### config.mk
export PLATFORM = sky130hd
export DESIGN_NAME = dm_arbiter
export DESIGN_NICKNAME = d
export VERILOG_FILES = /design/src/rtl/dm_arbiter.sv
export SDC_FILE = /design/constraint.sdc
export NUM_CORES = 1
export LEC_CHECK = 0
export CAP_MARGIN = 0
export CORE_AREA = 2 2 118 120
export CTS_BUF_LIST = sky130_fd_sc_hd__clkbuf_8 sky130_fd_sc_hd__clkbuf_16
export DETAILED_ROUTE_END_ITERATION = 12
export DIE_AREA = 0 0 120 122
export GPL_TIMING_DRIVEN = 0
export PLACE_DENSITY = 0.8
export SETUP_SLACK_MARGIN = 0.05
export SLEW_MARGIN = 5
export SYNTH_ARGS = -nofsm -noshare
export SYNTH_HDL_FRONTEND = slang
export SYNTH_SLANG_ARGS = --single-unit
### constraint.sdc
create_clock -name clk -period 3.25 [get_ports clk]
set_clock_uncertainty 0.2 [all_clocks]
set_input_delay 0.325 -clock clk [delete_from_list [all_inputs] [get_ports clk]]
set_output_delay 0.325 -clock clk [all_outputs]
set_load 0.01 [all_outputs]
### src/rtl/dm_arbiter.sv
// Two-port arbiter for the single-port data memory: CPU MEM stage (A) versus loader/DMA (B).
// A has priority; B gets a starvation guard and a bounded lock mode for bursts.
module dm_arbiter #(
  parameter int ADDR_W     = 8,
  parameter int DATA_W     = 32,
  parameter int STARVE_MAX = 4,
  parameter int LOCK_MAX   = 8
) (
  input  logic              clk,
  input  logic              reset,
  input  logic              a_req,
  input  logic              a_we,
  input  logic [31:0]       a_addr,
  input  logic [DATA_W-1:0] a_wdata,
  output logic              a_gnt,
  output logic [DATA_W-1:0] a_rdata,
  output logic              a_rvalid,
  input  logic              b_req,
  input  logic              b_we,
  input  logic [31:0]       b_addr,
  input  logic [DATA_W-1:0] b_wdata,
  input  logic              b_lock,
  output logic              b_gnt,
  output logic [DATA_W-1:0] b_rdata,
  output logic              b_rvalid,
  output logic              dm_we,
  output logic [31:0]       dm_addr,
  output logic [DATA_W-1:0] dm_din,
  input  logic [DATA_W-1:0] dm_dout,
  output logic              addr_err,
  output logic              cpu_stall
);

  localparam int SW = $clog2(STARVE_MAX + 1);
  localparam int LW = $clog2(LOCK_MAX + 1);

  typedef enum logic [1:0] {
    OWN_NONE = 2'd0,
    OWN_A    = 2'd1,
    OWN_B    = 2'd2
  } owner_t;

  owner_t        owner_reg, owner_next;
  logic [SW-1:0] starve_cnt_reg, starve_cnt_next;
  logic [LW-1:0] lock_cnt_reg, lock_cnt_next;
  logic [DATA_W-1:0] a_rdata_reg, b_rdata_reg;
  logic          a_rvalid_reg, b_rvalid_reg, addr_err_reg;

  logic rule_lock, rule_starve;
  logic a_oor, b_oor;

  assign a_oor = |a_addr[31:ADDR_W];
  assign b_oor = |b_addr[31:ADDR_W];

  assign rule_lock   = (owner_reg == OWN_B) & b_lock & b_req & (lock_cnt_reg < LW'(LOCK_MAX));
  assign rule_starve = b_req & (starve_cnt_reg == SW'(STARVE_MAX));

  // Grants are gated by reset so nothing reaches the DM while reset is held low.
  assign b_gnt     = reset & (rule_lock | rule_starve | (b_req & ~a_req));
  assign a_gnt     = reset & a_req & ~rule_lock & ~rule_starve;
  assign cpu_stall = a_req & ~a_gnt;

  always_comb begin
    owner_next      = OWN_NONE;
    lock_cnt_next   = '0;
    starve_cnt_next = '0;
    if (b_gnt) begin
      owner_next    = OWN_B;
      lock_cnt_next = rule_lock ? lock_cnt_reg + 1'b1 : LW'(1);
    end else if (a_gnt) begin
      owner_next = OWN_A;
    end
    if (b_req && !b_gnt) begin
      starve_cnt_next = (starve_cnt_reg == SW'(STARVE_MAX)) ? starve_cnt_reg
                                                            : starve_cnt_reg + 1'b1;
    end
  end

  always_comb begin
    dm_we   = 1'b0;
    dm_addr = '0;
    dm_din  = '0;
    if (a_gnt) begin
      dm_we   = a_we & ~a_oor;
      dm_addr = {{(32-ADDR_W){1'b0}}, a_addr[ADDR_W-1:0]};
      dm_din  = a_wdata;
    end else if (b_gnt) begin
      dm_we   = b_we & ~b_oor;
      dm_addr = {{(32-ADDR_W){1'b0}}, b_addr[ADDR_W-1:0]};
      dm_din  = b_wdata;
    end
  end

  always_ff @(posedge clk or negedge reset) begin
    if (!reset) begin
      owner_reg      <= OWN_NONE;
      starve_cnt_reg <= '0;
      lock_cnt_reg   <= '0;
      a_rdata_reg    <= '0;
      b_rdata_reg    <= '0;
      a_rvalid_reg   <= 1'b0;
      b_rvalid_reg   <= 1'b0;
      addr_err_reg   <= 1'b0;
    end else begin
      owner_reg      <= owner_next;
      starve_cnt_reg <= starve_cnt_next;
      lock_cnt_reg   <= lock_cnt_next;
      a_rvalid_reg   <= a_gnt & ~a_we;
      b_rvalid_reg   <= b_gnt & ~b_we;
      addr_err_reg   <= (a_gnt & a_oor) | (b_gnt & b_oor);
      // Out-of-range reads return zero rather than whatever the truncated address hits.
      if (a_gnt && !a_we) a_rdata_reg <= a_oor ? '0 : dm_dout;
      if (b_gnt && !b_we) b_rdata_reg <= b_oor ? '0 : dm_dout;
    end
  end

  assign a_rdata  = a_rdata_reg;
  assign b_rdata  = b_rdata_reg;
  assign a_rvalid = a_rvalid_reg;
  assign b_rvalid = b_rvalid_reg;
  assign addr_err = addr_err_reg;

endmodule

==> metrics.log, run 1 <==
INFO  metric result_of_the_run = completed
INFO  metric multiInputGateArea = ~0.0018 mm²
INFO  metric cts_setup_buffers = 0
INFO  metric synthArstFlopShare = between 90% and 100%
INFO  metric seq_area = approximately 0.0019 mm²
INFO  metric n_antenna_cell = 0
INFO  metric synth_enable_flop_cells = 0
INFO  metric peakVddDrop = a little under 0.3 mV
INFO  metric drt_iter0_drc = 167
INFO  metric synth.area.top_cells = sky130_fd_sc_hd__dfrtp_1 47%, sky130_fd_sc_hd__a31o_1 13%, sky130_fd_sc_hd__a22o_1 8.7%
INFO  metric drt_drc_violations_left = 0
INFO  metric syn-cell-area = between 0.004 and 0.005 mm²
INFO  metric rows = 43
INFO  metric critPathRequiredTime = roughly 2.7 ns
INFO  metric routed_via_density = roughly 4.9
INFO  metric die_area = between 0.01 and 0.015 mm²
INFO  metric root_buffer = sky130_fd_sc_hd__clkbuf_16
INFO  metric cp.arrival = 2.55 ns
INFO  metric dp.final_hpwl = 13100 µm
INFO  metric max_cap_violations = 0
INFO  metric ant_nets = 0
INFO  metric post-route-cell-area = between 0.007 and 0.008 mm²
INFO  metric grtUsageTotal = between 20% and 30%
INFO  metric floorplan.die.height = 122 µm
INFO  metric synth_largest_type_area_fraction = 47.2%
INFO  metric total_power = 2610 µW
INFO  metric rsz0062_at_grt = no
INFO  metric crit_path_max_incr_delay = ~0.48 ns
INFO  metric vias = ~4200
INFO  metric h_tree_level_count = 3
INFO  metric core = approximately 0.014 mm²
INFO  metric grt_overflow_total = 0
INFO  metric clkSinkCount = 76
INFO  metric tritonroute_pass_1_iters = 5
INFO  metric ys.flop_type = sky130_fd_sc_hd__dfrtp_1
INFO  metric worst_slew_pin_slew = around 0.5 ns
INFO  metric power.static_leakage = approximately 0.0035 µW
INFO  metric finalSetupViolations = 0
INFO  metric worst_hold_path_type = input pin to register
INFO  metric critical_path.slowest_cell = sky130_fd_sc_hd__clkdlybuf4s50_1
INFO  metric io_pins = between 300 and 400
INFO  metric drt_wl_total = approximately 17000 µm
INFO  metric clock.fmax = about 330 MHz
INFO  metric final.min_clock_period = between 3 and 4 ns
INFO  metric final.hold.worst_slack = 0.316 ns
INFO  metric place_congestion = between 0.9 and 1
INFO  metric maxSlewHeadroom = 66.6%
INFO  metric busiest_layer = met2
INFO  metric placed_cell_area = just over 0.007 mm²
INFO  metric fill_cells = roughly 1200
INFO  metric grtUsageMet2 = a little under 40%
INFO  metric floorplan.initialDensity = between 20% and 30%
INFO  metric critical_path.startpoint_type = register
INFO  metric syn_avg_cell_area = 11.3 µm²
INFO  metric synth-seq-area-share = a little under half
INFO  metric report.final.slew_viol_count = 0
INFO  metric netlist.top_cell.by_area = sky130_fd_sc_hd__dfrtp_1
INFO  metric post_route_cells_drive_above_1_share = around an eighth
INFO  metric fin_crit_share = between 90% and 100%
INFO  metric finalHoldViolCount = 0
INFO  metric synth_warnings = 0
INFO  metric worstPathBufferInverterCount = 4
INFO  metric crit_path_cell_trace = inv_1, ha_2, nand2_2, a31o_4, nand2_1, inv_2, clkbuf_4, a22o_1, clkdlybuf4s50_1
INFO  metric grt_max_degree = 45
INFO  metric first_global_vias = ~4500
INFO  metric synth_cell_types = 32
INFO  metric cp_delay_by_family_top = buffers and inverters
INFO  metric antenna_found_initial = 0
INFO  metric timing.setup.tns = 0 ns
INFO  metric synth.ff_latch_count = 76
INFO  metric worstSetupPathType = register to output port
INFO  metric area_growth_syn_to_layout = 88.6%
INFO  metric grt_first_pass_wirelength = between 20000 and 25000 µm
INFO  metric final_nets = 845
INFO  metric critPathCaptureType = output port
INFO  metric groute.layer.met1.usage = about a quarter
INFO  metric placement.io_buffers = 277
INFO  metric tritoncts = done
INFO  metric die_width = 120 µm
INFO  metric cts.clk_slew.worst_paths = approximately 0.06 ns
INFO  metric power.density_cell_area = between 300 and 400 mW/mm²
INFO  metric wl_per_cell = slightly below 20 µm
INFO  metric routing_usage_on_met3 = 6.69%
INFO  metric cp_max_fo = 10
INFO  metric max-clock-path-buffers = 2
INFO  metric worstSkewPairLatency = about 0.32 ns
INFO  metric netlist_instances = ~360
INFO  metric tritoncts.num_buffers = 9
cells by family (layout without fill, tap and decap cells):
kind of cell    count (synthesis)  in the layout  share of synthesized area (%)
other cells                     1             24                         0.0930
compound gates                142            142                           30.1
buf+inv                        60            358                           10.4
simple gates                   74             74                           10.9
flops                          76             76                           47.2
fa+ha+maj                       3              3                          0.931
xor+xnor                        2              2                          0.434
per-stage QoR:
step,std cells,setup WS [ns],util (%)
6_report,859,0.177,56.3
5_1_grt,859,0.0666,56.3
4_1_cts,859,0.0412,55.9
3_5_place_dp,839,-0.111,52.9
3_3_place_gp,838,-2.70,52.7
2_1_floorplan,381,1.09,-
placed cells by master (no fill, tap or decap), types with 3 or more instances in the layout:
master / n
sky130_fd_sc_hd__buf_4: 25
sky130_fd_sc_hd__nor2b_1: 35
sky130_fd_sc_hd__inv_1: 3
sky130_fd_sc_hd__nand2_1: 8
sky130_fd_sc_hd__clkbuf_1: 6
sky130_fd_sc_hd__nor2_1: 6
sky130_fd_sc_hd__a22o_1: 40
sky130_fd_sc_hd__conb_1: 24
sky130_fd_sc_hd__clkbuf_4: 5
sky130_fd_sc_hd__clkbuf_16: 9
sky130_fd_sc_hd__a31o_1: 58
sky130_fd_sc_hd__a31o_2: 7
sky130_fd_sc_hd__buf_6: 9
sky130_fd_sc_hd__dlymetal6s2s_1: 14
sky130_fd_sc_hd__nor4_1: 12
sky130_fd_sc_hd__clkdlybuf4s50_1: 255
sky130_fd_sc_hd__buf_2: 10
sky130_fd_sc_hd__dfrtp_1: 76
sky130_fd_sc_hd__a21boi_0: 32
sky130_fd_sc_hd__dlygate4sd2_1: 7
sky130_fd_sc_hd__buf_12: 3
layer usage:
metal  vias up  wire length (µm)
met5         -                 0
met4         0               728
met3        34              1490
met2       211              8150
met1      2016              6300
li1       1934                 -
path summary, 6_finish.rpt:
kind,to,start,slack (ns),depth (start not counted)
min in group asynchronous,a_rdata[14],reset,0.46,4
max reg2reg,b_rdata[21],starve_cnt_reg[0],1.11,8
min reg2reg,lock_cnt_reg[3],lock_cnt_reg[2],0.36,1
max,dm_din[25],starve_cnt_reg[0],0.18,9
min,lock_cnt_reg[2],reset,0.32,4
max in group asynchronous,lock_cnt_reg[2],reset,2.07,4
area by class of cell:
| type | count | area share [%] |
|---|---|---|
| Timing Repair Buffer | 283 | 38.3 |
| Clock inverter | 5 | 1.10 |
| Inverter | 5 | 0.247 |
| Multi-Input combinational cell | 245 | 23.9 |
| Clock buffer | 10 | 3.14 |
| Sequential cell | 76 | 25.0 |
| Buffer | 55 | 5.41 |
| Tap cell | 180 | 2.96 |
worst min-delay path, cell delays in order:
cell and delay [ns]:
sky130_fd_sc_hd__buf_4 0.14, sky130_fd_sc_hd__buf_16 0.13, sky130_fd_sc_hd__nand2_1 0.13, sky130_fd_sc_hd__nor3_1 0.07
synthesized netlist by cell type, drive strengths merged (2+ instances only):
master  number
and2         2
inv          4
a31o        66
nor3         2
xnor2        2
nand2        9
nor2         8
a21boi      32
clkbuf       6
dfrtp       76
a22o        40
buf         49
ha           3
nor4        12
nand4        2
nor2b       35
power breakdown:
| group | switching, µW | internal [µW] | total (µW) |
|---|---|---|---|
| sequential | 5.77 | 954 | 960 |
| clock | 402 | 692 | 1090 |
| combinational | 220 | 331 | 551 |
timing repair:
item	in CTS	in global routing
hold buffers	5	0
endpoints found under the hold margin	32	0
setup endpoints to repair	20	33
gates resized for setup	9	22
pin swaps	0	1
No activity file was read; power rests on OpenSTA's default activity.
==> inputs of run 2 (changes only) <==
- CTS_CLUSTER_DIAMETER: default -> 80
==> results of run 2 <==
Final layout, timing and power as in run 1 (identical DEF).
